### src/rtl/cdb_arbiter_pkg.sv
// Shared CDB arbiter types: default requester count, index type and EX_PACKET layout.
// The NUM_FU define sets the default requester count and may be overridden at build time.
`ifndef NUM_FU
`define NUM_FU 4
`endif

package cdb_arbiter_pkg;

  localparam int NUM_FU_DEF = `NUM_FU;
  localparam int FU_IDX_W   = $clog2(NUM_FU_DEF);

  typedef logic [FU_IDX_W-1:0] fu_idx_t;

  typedef struct packed {
    logic [31:0] npc;
    logic [31:0] alu_result;
    logic [4:0]  dest_reg_idx;
    logic        take_branch;
    logic        rd_mem;
    logic        wr_mem;
    logic        halt;
    logic        illegal;
    logic        valid;
  } EX_PACKET;

endpackage

### src/rtl/cdb_arbiter_rr.sv
// Combinational round-robin pick: search req upward from ptr, wrapping, via double-width mask.
// No state or latency; gnt is one-hot (or zero when nothing requests), idx is its encoding.
module rr_arbiter #(
  parameter  int N = 4,
  localparam int W = (N > 1) ? $clog2(N) : 1
) (
  input  logic [N-1:0] req,
  input  logic [W-1:0] ptr,
  output logic [N-1:0] gnt,
  output logic [W-1:0] idx,
  output logic         any
);

  logic [2*N-1:0] dbl;
  logic [2*N-1:0] masked;

  always_comb begin
    dbl    = {req, req};
    // Upper copy of req supplies the wrapped-around candidates below ptr.
    masked = dbl & ({(2*N){1'b1}} << ptr);
    gnt    = '0;
    idx    = '0;
    any    = 1'b0;
    for (int i = 0; i < 2*N; i++) begin
      if (masked[i] && !any) begin
        any = 1'b1;
        idx = W'(i % N);
      end
    end
    for (int j = 0; j < N; j++) begin
      gnt[j] = any && (idx == W'(j));
    end
  end

endmodule

### src/rtl/cdb_arbiter.sv
// Round-robin CDB arbiter: one fu_grant per cycle, winner registered into ex_reg (1-cycle latency).
// Losers are back-pressured by fu_grant=0 and hold; CDB_ARB_BRANCH_PRIO_EN adds take_branch override.
module cdb_arbiter
  import cdb_arbiter_pkg::*;
#(
  parameter  int NUM_FU = `NUM_FU,
  localparam int IDX_W  = $clog2(NUM_FU)
) (
  input  logic              clock,
  input  logic              reset,
  input  logic              flush,
  input  logic [NUM_FU-1:0] fu_valid,
  input  EX_PACKET          fu_packet [NUM_FU],
  output logic [NUM_FU-1:0] fu_grant,
  output EX_PACKET          ex_reg,
  output logic [IDX_W-1:0]  grant_idx
);

  logic [IDX_W-1:0]  rr_ptr;
  logic [IDX_W-1:0]  rr_idx;
  logic [NUM_FU-1:0] rr_gnt;
  logic              rr_any;

  logic [IDX_W-1:0]  sel_idx;
  logic [NUM_FU-1:0] sel_gnt;
  logic              ptr_hold;
  logic              xfer;
  logic [IDX_W-1:0]  ptr_nxt;
  EX_PACKET          ex_nxt;

  rr_arbiter #(.N(NUM_FU)) u_rr (
    .req (fu_valid),
    .ptr (rr_ptr),
    .gnt (rr_gnt),
    .idx (rr_idx),
    .any (rr_any)
  );

`ifdef CDB_ARB_BRANCH_PRIO_EN
  logic [NUM_FU-1:0] br_req;
  logic [IDX_W-1:0]  br_idx;
  logic              br_override;

  always_comb begin
    br_req      = '0;
    br_idx      = '0;
    br_override = 1'b0;
    for (int i = 0; i < NUM_FU; i++) begin
      br_req[i] = fu_valid[i] && fu_packet[i].take_branch;
    end
    // Lowest-index branch resolver wins outright.
    for (int i = 0; i < NUM_FU; i++) begin
      if (br_req[i] && !br_override) begin
        br_override = 1'b1;
        br_idx      = IDX_W'(i);
      end
    end
  end

  always_comb begin
    sel_idx  = rr_idx;
    sel_gnt  = rr_gnt;
    ptr_hold = 1'b0;
    if (br_override) begin
      sel_idx  = br_idx;
      sel_gnt  = '0;
      sel_gnt[br_idx] = 1'b1;
      // Override grants leave the round-robin order untouched.
      ptr_hold = 1'b1;
    end
  end
`else
  always_comb begin
    sel_idx  = rr_idx;
    sel_gnt  = rr_any ? rr_gnt : '0;
    ptr_hold = 1'b0;
  end
`endif

  always_comb begin
    fu_grant = (reset && !flush) ? sel_gnt : '0;
    xfer     = |fu_grant;
    ptr_nxt  = (sel_idx == IDX_W'(NUM_FU - 1)) ? '0 : sel_idx + 1'b1;
    ex_nxt   = fu_packet[sel_idx];
    ex_nxt.valid = fu_valid[sel_idx] & fu_packet[sel_idx].valid;
  end

  always_ff @(posedge clock or negedge reset) begin
    if (!reset) begin
      ex_reg    <= '0;
      grant_idx <= '0;
      rr_ptr    <= '0;
    end else if (xfer) begin
      ex_reg    <= ex_nxt;
      grant_idx <= sel_idx;
      if (!ptr_hold) begin
        rr_ptr <= ptr_nxt;
      end
    end else begin
      ex_reg.valid <= 1'b0;
    end
  end

  a_grant_onehot0 : assert property (@(posedge clock) disable iff (!reset) $onehot0(fu_grant));
  a_flush_no_grant : assert property (@(posedge clock) disable iff (!reset) flush |-> (fu_grant == '0));
  a_grant_has_req : assert property (@(posedge clock) disable iff (!reset) (fu_grant & ~fu_valid) == '0);

endmodule

### config.mk
export PLATFORM = sky130hd
export DESIGN_NAME = cdb_arbiter
export DESIGN_NICKNAME = d
export VERILOG_FILES = /design/src/rtl/cdb_arbiter_pkg.sv /design/src/rtl/cdb_arbiter_rr.sv /design/src/rtl/cdb_arbiter.sv
export SDC_FILE = /design/constraint.sdc
export NUM_CORES = 1
export LEC_CHECK = 0
export BUFFER_PORTS_ARGS = -buffer_cell sky130_fd_sc_hd__buf_2
export CORE_AREA = 3 3 148 150
export DETAILED_ROUTE_END_ITERATION = 8
export DIE_AREA = 0 0 151 153
export REMOVE_ABC_BUFFERS = 1
export SKIP_CTS_REPAIR_TIMING = 1
export SLEW_MARGIN = 5
export SYNTH_ARGS = -nofsm -noshare
export SYNTH_HDL_FRONTEND = slang
export SYNTH_HIERARCHICAL = 1
export SYNTH_SLANG_ARGS = --single-unit
export TNS_END_PERCENT = 1
### constraint.sdc
create_clock -name clock -period 6.55 [get_ports clock]
set_input_delay 0.655 -clock clock [delete_from_list [all_inputs] [get_ports clock]]
set_output_delay 0.655 -clock clock [all_outputs]
set_load 0.1 [all_outputs]
==> key figures, run 1 <==
Outcome
  – Status: finished, final reports clean

Clock network
  – H-tree Lvls: 3
  – Root Buffer: clkbuf_16
  – CTS Buf Count: 9
  – TritonCTS clock tree: done
  – Clk sink count: 79
  – CTS Buffer Depth: 2
  – Clock Latency Late Sink: 340 ps
  – Clock Pin Slew Worst Setup and Hold Paths: 60 ps

GRT
  – Initial antenna violation count: 0
  – Largest net degree at the start of global routing: 60
  – First-pass GRT wire length: 26.0 mm
  – Overall Global Routing Usage: 14.7%
  – Congestion Overflow GR: 0
  – Vias in the first global route: 4686

Finish
  – Largest register FFs: 75
  – Commonest non-fill, non-tap cells in the layout: buf_2 (386), dfrtp_1 (79), mux4_2 (74)
  – Layout Nets: 986
  – Commonest non-fill, non-tap cell in the layout: buf_2
  – Antenna diodes: 0
  – Final instance area: 7480 µm²
  – Final non-filler cell total: 958
  – Layout overhead on the synthesized area: 49.0%
  – Ratio of cells with drive above 1 in the final layout: 82.7%

Route
  – Via density: 4.59
  – Via Count: 4402
  – DRT Pass-1 Iters: 4
  – DRC Markers: 0
  – Antenna-violating nets left: 0
  – WL final: 17.5 mm
  – Wire per inst: 18.3 µm
  – Iter 0 DRT Violations: 290

Setup path
  – Crit path launch: rr_ptr[1]
  – Worst path bufs/invs: 1
  – Max incr delay on CP: 850 ps
  – R2R depth: 6
  – Crit-path cells: nor2_1, o21ai_0, o211a_4, buf_4, mux4_2, mux2_2
  – CP top delay family: compound AO/OA/AOI/OAI gates
  – CP Depth: 6
  – FF-to-FF End: ex_reg[15]
  – Reg2Reg Launch Point: rr_ptr[1]
  – Critical path endpoint: ex_reg[15]
  – Crit path kind: flop to flop
  – Slowest-stage cell, CP: o211a_4
  – Reg2reg setup slack: 3180 ps
  – WP data arrival: 3590 ps
  – Peak fanout along the critical path: 50
  – Critical Path RT: 6770 ps
  – Type of origin of the critical path: flop
  – Critical Path End Type: flop

Place
  – Gpl congestion: 0.837
  – DP Cell Count: 942
  – Detailed Place HPWL: 14.2 mm
  – Area after DPL: 7180 µm²
  – PortBufs: 387

Worst hold path
  – Min-Delay Path Class: input pin to async pin

Logic synthesis
  – Synth area leaders: dfrtp_1 (39%), mux4_2 (33%), mux2_2 (15%), mux2_4 (2.7%), buf_2 (1.2%)
  – Xor/xnor share of the synthesized area: 0%
  – Dominant cell type by area after synthesis: dfrtp_1
  – Synthesized-area fraction occupied by adder cells: 0.249%
  – Yosys warnings: 6
  – Seq/Total Area, Yosys: 39.4%
  – Async SR Flop Fraction: 100%
  – Synth top area share: 39.4%
  – Simple-Gate Fraction of Synth Area: 2.62%
  – Synth unique cells: 32
  – Combinational family with the most area after synthesis: multiplexers
  – Mapped Avg Cell Area: 16.5 µm²
  – Compound-cell area share of the yosys netlist: 2.67%
  – Synthesized area: 5020 µm²
  – FF+latch count, synth: 79
  – Number of synthesized flops with an enable pin: 0
  – Synth Flop Type: dfrtp_1
  – Synthesized instance count: 304
  – Multiplexer share of the synthesized area: 51.3%

Timing
  – Clock period minus worst slack: 3370 ps
  – Max Slew Vio Count: 0
  – Max-slew headroom: 26.9%
  – RSZ-0062 raised after global routing: no
  – Setup Viol. Count Final: 0
  – Final Skew: 13.2 ps
  – Worst-margin pin slew: 1100 ps
  – Final period util: 51.4%
  – Fmax: 297 MHz
  – Setup TNS: 0 ps
  – Final Hold Fails: 0

Pwr
  – Leakage power: 3.57 nW
  – Sequential share of power: 18.9%
  – P_int: 1.87 mW
  – Sw frac: 59.2%
  – Combinational fraction of design power: 69.8%
  – Pwr Total: 4.58 mW
  – Clock Power Share: 11.3%
  – Max IR drop VDD: 0.303 mV
  – Net Sw Power: 2.71 mW
  – PwrDens: 612 nW/µm²

Floorplan
  – Total I/O pin count: 388
  – Die height: 153 µm
  – Die Footprint: 23100 µm²
  – # rows: 53
  – Die X: 151 µm
  – Initial core utilization: 24.1%
  – Core area: 20800 µm²

Run
  – Max-cap violation count: 0
[cell families after synthesis]
family / Yosys count
simple gates: 24
mux: 152
fa+ha+maj: 1
compound gates: 17
flops: 79
buf+inv: 31
[cells in the mapped netlist, types with 4 or more instances]
master    count
and2_1        4
buf_2        12
buf_4         7
buf_6         4
clkbuf_1      5
dfrtp_1      79
mux2_2       69
mux2_4        9
mux4_2       74
nand2_1       5
nor2_1        6
o21ai_0       4
[worst reg2reg max path, cell delays in order, from the launching register on]
cell and delay [ps]:
dfrtp_1 500, nor2_1 130, o21ai_0 250, o211a_4 850, buf_4 660, mux4_2 600
mux2_2 270
[layer usage]
| metal | global-route usage (%) | routed length, µm | share of wire (%) | vias up |
|---|---|---|---|---|
| li1 | - | - | - | 1981 |
| met1 | 16.9 | 6380 | 36 | 2221 |
| met2 | 27.2 | 9580 | 55 | 190 |
| met3 | 3.77 | 1420 | 8.1 | 10 |
| met4 | 3.32 | 154 | 0.88 | 0 |
| met5 | 0 | 0 | 0 | - |
[power groups by stage]
stage	Clock (mW)	Sequential, mW	Combinational (mW)
2_1_floorplan	0	2.63	0.952
3_3_place_gp	0	0.870	3.20
3_5_place_dp	0	0.877	3.23
4_1_cts	0.544	0.871	3.23
5_1_grt	0.559	0.903	3.32
6_report	0.519	0.866	3.20
[how the worst min path moves through the flow]
stage                    start         end
finish                   reset  ex_reg[66]
CTS                      reset  ex_reg[66]
detailed placement  ex_reg[49]  ex_reg[49]
global placement    ex_reg[70]  ex_reg[70]
global route             reset  ex_reg[66]
floorplan                reset   ex_reg[0]
[through the flow]
step | worst slack (ps) | util [%] | hold WS, ps
after floorplan | 1350 | - | 359
after global placement | 2860 | 34.5 | 484
after detailed placement | 2770 | 34.5 | 487
after CTS | 3090 | 35.9 | 209
after global routing | 2860 | 35.9 | 225
final | 3180 | 35.9 | 214
[area by class of cell]
| type | instances | area [µm²] |
|---|---|---|
| fillers | 2066 | 13300 |
| multi-input cells | 194 | 2880 |
| flip-flops and latches | 79 | 1980 |
| repair buffers | 392 | 1980 |
| well taps | 275 | 344 |
| clock buffers | 10 | 229 |
| clock inverters | 6 | 70.1 |
| inverters | 2 | 7.51 |
Note: power is estimated with default switching activity, not from simulation.
==> inputs of run 2 (changes only) <==
ABC_AREA = 1   (was default)
CORE_AREA = 3 3 149 151   (was 3 3 148 150)
DIE_AREA = 0 0 152 154   (was 0 0 151 153)
clock period = 2.76 ns   (was 6.55 ns; I/O delays follow)
==> run 2 against run 1 <==
Sequential power up 130%. Clock power up 140%. Sequential share of layout area shrank 3.6 points. Clock skew decreased by 5.3 ps. Worst setup slack worse by 2800 ps. Final area rose by 16%. Power up 140%. Area after synthesis grew 25%. Wire length grew 28%. Core utilization grew 5.5 points. Non-clock buffer count rose by 5. Largest cell class unchanged. Highest routed layer unchanged.
==> key figures, run 2 <==
Logic synthesis
  – Top-count cell post-synth: nand2_1 (was dfrtp_1)
  – Synth top area share: 37.7% (was 39.4%)
  – Seq/Total Area, Yosys: 31.6% (was 39.4%)
  – Async SR Flop Fraction: 100% (unchanged)
  – Synthesized instance count: 1124 (was 304)
  – Synthesized area: 6250 µm² (was 5020 µm²)
  – Mapped Avg Cell Area: 5.56 µm² (was 16.5 µm²)
  – Synth top cells by count: nand2_1 (629), nor2_1 (83), inv_1 (82) (was dfrtp_1 (79), mux4_2 (74), mux2_2 (69))
  – Number of synthesized flops with an enable pin: 0 (unchanged)
  – Synth Flop Type: dfrtp_1 (unchanged)
  – Synth unique cells: 21 (was 32)
  – Dominant cell type by area after synthesis: nand2_1 (was dfrtp_1)
  – FF+latch count, synth: 79 (unchanged)
  – Yosys warnings: 6 (unchanged)
  – Synth area leaders: nand2_1 (38%), dfrtp_1 (32%), nand3_1 (6.5%), o21ai_0 (5.4%), nor2_1 (5.0%) (was dfrtp_1 (39%), mux4_2 (33%), mux2_2 (15%), mux2_4 (2.7%), buf_2 (1.2%))

Finish
  – Area of the multi-input gates: 3610 µm² (was 2880 µm²)
  – Largest register FFs: 75 (unchanged)
  – Storage cell area: 1980 µm² (unchanged)
  – Layout overhead on the synthesized area: 38.6% (was 49.0%)
  – Layout Nets: 1765 (was 986)
  – Commonest non-fill, non-tap cells in the layout: nand2_1 (629), buf_2 (384), nor2_1 (83) (was buf_2 (386), dfrtp_1 (79), mux4_2 (74))
  – Ratio of cells with drive above 1 in the final layout: 29.1% (was 82.7%)
  – Antenna diodes: 0 (unchanged)
  – Final instance area: 8670 µm² (was 7480 µm²)
  – Layout fillers: 2334 (was 2066)
  – Commonest non-fill, non-tap cell in the layout: nand2_1 (was buf_2)
  – Final non-filler cell total: 1737 (was 958)

Clock network
  – Clk sink count: 79 (unchanged)
  – Clock Pin Slew Worst Setup and Hold Paths: 60 ps (about the same)
  – H-tree Lvls: 3 (unchanged)
  – CTS Buffer Depth: 2 (unchanged)
  – Clock Latency Late Sink: 340 ps (about the same)
  – CTS Buf Count: 9 (unchanged)
  – Root Buffer: clkbuf_16 (unchanged)
  – TritonCTS clock tree: done (unchanged)

Setup path
  – Most common cell on crit path: nand2_1
  – Critical Path End Type: primary output (was flop)
  – Crit path kind: flop to primary output (was flop to flop)
  – Slowest-stage cell, CP: dfrtp_1 (was o211a_4)
  – Critical Path RT: 2480 ps (was 6770 ps)
  – Worst path bufs/invs: 2 (was 1)
  – Crit-path cells: nand2_1, nand2_1, nand2_2, nor2_4, nand3_1, nand2_8, inv_1, nor2_1, nand2_1, nor2_1, buf_12 (was nor2_1, o21ai_0, o211a_4, buf_4, mux4_2, mux2_2)
  – Type of origin of the critical path: flop (unchanged)
  – WP data arrival: 2110 ps (was 3590 ps)
  – Max incr delay on CP: 380 ps (was 850 ps)
  – CP top delay family: simple AND/OR/NAND/NOR gates (was compound AO/OA/AOI/OAI gates)
  – Reg2reg setup slack: 480 ps (was 3180 ps)
  – Peak fanout along the critical path: 10 (was 50)

Outcome
  – Status: finished, final reports clean (unchanged)

Floorplan
  – Total I/O pin count: 388 (unchanged)
  – # rows: 53 (unchanged)
  – Die X: 152 µm (was 151 µm)
  – Die Footprint: 23400 µm² (was 23100 µm²)
  – Initial core utilization: 29.8% (was 24.1%)
  – Core area: 21000 µm² (was 20800 µm²)
  – Die height: 154 µm (was 153 µm)

Place
  – Area after DPL: 8360 µm² (was 7180 µm²)
  – Detailed Place HPWL: 16.2 mm (was 14.2 mm)
  – Gpl congestion: 0.868 (was 0.837)
  – PortBufs: 387 (unchanged)
  – DP Cell Count: 1721 (was 942)

Timing
  – Max Slew Vio Count: 0 (unchanged)
  – RSZ-0062 raised after global routing: no (unchanged)
  – Max-slew headroom: 29.7% (was 26.9%)
  – Worst-margin pin slew: 1050 ps (was 1100 ps)
  – Setup Viol. Count Final: 0 (unchanged)
  – Min Hold Slack: 195 ps (was 214 ps)
  – Final Skew: 7.92 ps (was 13.2 ps)
  – Final period util: 86.3%
  – Fmax: 420 MHz
  – Clock period minus worst slack: 2380 ps
  – Final Hold Fails: 0 (unchanged)

GRT
  – Initial antenna violation count: 0 (unchanged)
  – First-pass GRT wire length: 35.7 mm (was 26.0 mm)
  – Congestion Overflow GR: 0 (unchanged)
  – Largest net degree at the start of global routing: 116 (was 60)
  – Vias in the first global route: 7077 (was 4686)
  – Overall Global Routing Usage: 18.2% (was 14.7%)

Run
  – Max-cap violation count: 0 (unchanged)

Pwr
  – PwrDens: 1260 nW/µm² (was 612 nW/µm²)
  – Leakage power: 5.50 nW (was 3.57 nW)
  – Pwr Total: 11.0 mW (was 4.58 mW)
  – Max IR drop VDD: 0.533 mV (was 0.303 mV)

Route
  – DRT Pass-1 Iters: 7 (was 4)
  – Wire per inst: 12.9 µm (was 18.3 µm)
  – Iter 0 DRT Violations: 427 (was 290)
  – Via Count: 7686 (was 4402)
  – Via density: 4.42 (was 4.59)
  – Antenna-violating nets left: 0 (unchanged)
  – WL final: 22.4 mm (was 17.5 mm)
  – DRC Markers: 0 (unchanged)

Worst hold path
  – Min-Delay Path Class: input pin to async pin (unchanged)
run 2: cell families after synthesis:
group | share of synthesized area [%]
AOI/OAI and AO/OA | 6.52
buffers and inverters | 11.0
DFF | 31.6
and+or+nand+nor | 50.7
adders and majority gates | 0.200
run 2: path summary, 6_finish.rpt:
kind / from / endpoint / cells past startpoint
max: rr_ptr[1] / fu_grant[1] / 11
min: reset / ex_reg[0] / 2
max reg2reg: rr_ptr[1] / ex_reg[13] / 14
min reg2reg: ex_reg[47] / ex_reg[47] / 2
max in group asynchronous: reset / ex_reg[59] / 2
min in group clock: fu_packet[265] / ex_reg[40] / 5
run 2: power breakdown:
| part | internal, mW | switching (mW) | total [mW] |
|---|---|---|---|
| combinational | 1.56 | 6.22 | 7.78 |
| clock | 0.772 | 0.458 | 1.23 |
| sequential | 1.68 | 0.276 | 1.96 |
run 2: per-layer routing:
metal	global-route usage [%]	wire length [µm]	share of wire, %
met1	22.6	9450	42
met2	32.5	11300	50
met3	3.52	1360	6.1
met4	4.84	332	1.5
met5	0	0	0
run 2: cell type report:
cell class / count / share of cell area, %
Sequential cell: 79 / 22.8
Timing Repair Buffer: 397 / 24.4
Multi-Input combinational cell: 887 / 41.6
Tap cell: 275 / 3.97
Clock inverter: 3 / 0.462
Clock buffer: 13 / 3.12
Inverter: 83 / 3.59
run 2: worst reg2reg max path, stage by stage (launching register included):
cell and delay (ps):
dfrtp_1 380, nand2_1 60, nand2_1 90, nand2_2 80, nor2_4 140, nand3_1 180, nand2_8 160, inv_1 50
nor2_1 80, nand2_1 110, a21o_1 210, nand2_2 150, buf_12 310, nand2_1 150, nand2_1 70
run 2: metrics by stage:
stage          util [%]  TNS (ps)  setup slack, ps
6_report           41.4         0              379
5_1_grt            41.4         0              192
3_5_place_dp       39.9         0              482
2_1_floorplan         -   -151800            -1910
4_1_cts            41.4         0              358
3_3_place_gp       39.9         0              577
==> inputs of run 3 (changes only) <==
RECOVER_POWER = 25   (was default)
SLEW_MARGIN = default   (was 5)
==> run 3 against run 2 <==
The flow now finishes with violations (capacitance limit, slew limit). Via count is 0.12% higher. Sequential power about the same. Global-route usage unchanged. Worst hold slack gained 110 ps. Worst setup slack worse by 15 ps. Clock power about the same. Non-clock buffer count did not move. Critical endpoint unchanged. Combinational power hardly changed.
==> key figures, run 3 (same netlist as run 2, synthesis figures left out) <==
Route
  – DRT Pass-1 Iters: 5 (was 7)
  – Via Count: 7695 (was 7686)
  – DRC Markers: 0 (unchanged)
  – Via density: 4.43 (was 4.42)
  – WL final: 22.3 mm (was 22.4 mm)
  – Wire per inst: 12.9 µm (about the same)
  – Antenna-violating nets left: 0 (unchanged)
  – Iter 0 DRT Violations: 440 (was 427)

Setup path
  – Reg2reg setup slack: 470 ps (was 480 ps)
  – WP data arrival: 2120 ps (was 2110 ps)
  – Reg2Reg Launch Point: rr_ptr[1] (unchanged)
  – R2R depth: 14 (unchanged)
  – Critical Path RT: 2480 ps (about the same)
  – FF-to-FF End: ex_reg[13] (unchanged)
  – Peak fanout along the critical path: 10 (unchanged)
  – Critical Path End Type: primary output (unchanged)
  – Type of origin of the critical path: flop (unchanged)
  – Crit path kind: flop to primary output (unchanged)

Timing
  – Worst-margin pin slew: 2010 ps (was 1050 ps)
  – Final Skew: 7.09 ps (was 7.92 ps)
  – RSZ-0062 raised after global routing: no (unchanged)
  – Max Slew Vio Count: 80 (was 0)
  – Final setup margin: 363 ps (was 379 ps)
  – Max-slew headroom: -34.1% (was 29.7%)
  – Fmax: 417 MHz (was 420 MHz)
  – Clock period minus worst slack: 2400 ps (was 2380 ps)
  – Final period util: 86.8% (was 86.3%)
  – Final Hold Fails: 0 (unchanged)
  – Setup Viol. Count Final: 0 (unchanged)

Clock network
  – H-tree Lvls: 3 (unchanged)
  – Root Buffer: clkbuf_16 (unchanged)
  – Clock Latency Late Sink: 330 ps (was 340 ps)
  – CTS Buffer Depth: 2 (unchanged)
  – Clock Pin Slew Worst Setup and Hold Paths: 60 ps (about the same)
  – TritonCTS clock tree: done (unchanged)
  – CTS Buf Count: 9 (unchanged)
  – Clk sink count: 79 (unchanged)

GRT
  – Congestion Overflow GR: 0 (unchanged)
  – Vias in the first global route: 7077 (unchanged)
  – Initial antenna violation count: 0 (unchanged)
  – Largest net degree at the start of global routing: 116 (unchanged)
  – First-pass GRT wire length: 35.7 mm (unchanged)
  – Overall Global Routing Usage: 18.2% (unchanged)

Pwr
  – Max IR drop VDD: 0.533 mV (about the same)
  – PwrDens: 1270 nW/µm² (was 1260 nW/µm²)
  – Leakage power: 5.50 nW (about the same)

Floorplan
  – Initial core utilization: 29.8% (unchanged)
  – Die X: 152 µm (unchanged)
  – Core area: 21000 µm² (unchanged)
  – Total I/O pin count: 388 (unchanged)
  – Die height: 154 µm (unchanged)
  – Die Footprint: 23400 µm² (unchanged)
  – # rows: 53 (unchanged)

Finish
  – Layout overhead on the synthesized area: 38.5% (was 38.6%)
  – Antenna diodes: 0 (unchanged)
  – Layout fillers: 2337 (was 2334)
  – Area of the multi-input gates: 3610 µm² (unchanged)
  – Layout Nets: 1765 (unchanged)
  – Storage cell area: 1980 µm² (unchanged)
  – Commonest non-fill, non-tap cells in the layout: nand2_1 (629), buf_2 (384), nor2_1 (83) (unchanged)
  – Final non-filler cell total: 1737 (unchanged)
  – Ratio of cells with drive above 1 in the final layout: 29.1% (about the same)
  – Commonest non-fill, non-tap cell in the layout: nand2_1 (unchanged)
  – Largest register FFs: 75 (unchanged)

Run
  – Max-cap violation count: 1 (was 0)

Place
  – Worst slack, placed: 482 ps (unchanged)
  – Gpl congestion: 0.868 (unchanged)
  – PortBufs: 387 (unchanged)
  – DP Cell Count: 1721 (unchanged)
  – Detailed Place HPWL: 16.2 mm (unchanged)

Outcome
  – Status: finished with violations (was finished, final reports clean)
  – Failing checks: capacitance limit, slew limit

Worst hold path
  – Worst Hold Launch: fu_packet[265]
  – Hold path cells: 5
  – Worst Hold Path EP: ex_reg[40]
  – Min-Delay Path Class: input pin to flop (was input pin to async pin)
## run 3: cell types whose count changed in the layout (fill, tap and decap cells not counted), sizes merged
cell / previous run / this run
clkbuf: 13 / 15
buf: 397 / 395
## run 3: metal layers
metal,up-vias,global-route usage [%],share of wire [%]
li1,4062,-,-
met1,3354,22.6,42
met2,258,32.5,50
met3,21,3.52,6.4
met4,0,4.84,1.5
met5,-,0,0
## run 3: report_power, final
group	switching [mW]	total, mW	internal [mW]
Sequential	0.277	1.96	1.68
Clock	0.457	1.23	0.772
Combinational	6.21	7.78	1.56
Total	6.95	11.0	4.01
## run 3: stage by stage
stage | utilization (%) | power, mW | TNS [ps] | cell area [µm²] | hold WS (ps)
global route | 41.4 | 11.7 | 0 | 8670 | 317
finish | 41.4 | 11.0 | 0 | 8670 | 309
floorplan | - | 8.12 | -151800 | 5880 | -19.6
global placement | 39.9 | 9.77 | 0 | 8360 | 487
detailed placement | 39.9 | 9.80 | 0 | 8360 | 489
CTS | 41.4 | 11.1 | 0 | 8670 | 266
## run 3: final cells by class
cell class | count | share of cell area (%)
clock buffers | 13 | 3.12
clock inverters | 3 | 0.462
inverters | 83 | 3.60
multi-input cells | 887 | 41.7
flip-flops and latches | 79 | 22.8
well taps | 275 | 3.97
repair buffers | 397 | 24.4
## run 3: critical path, stage by stage, from the launching register on
cell	delay [ps]
dfrtp_1	380
nand2_1	70
nand2_1	90
nand2_2	80
nor2_4	140
nand3_1	180
nand2_8	160
inv_1	50
nor2_1	80
nand2_1	110
nor2_1	230
buf_12	210
## run 3: how the worst max path moves through the flow
stage | from | to | slack (ps) | cells after the start
4_1_cts | rr_ptr[1] | fu_grant[1] | 360 | 11
3_5_place_dp | rr_ptr[1] | ex_reg[13] | 480 | 14
6_report | rr_ptr[1] | fu_grant[1] | 360 | 11
2_1_floorplan | rr_ptr[1] | fu_grant[1] | -1910 | 10
3_3_place_gp | rr_ptr[1] | grant_idx[1] | 580 | 14
5_1_grt | rr_ptr[1] | fu_grant[1] | 190 | 11
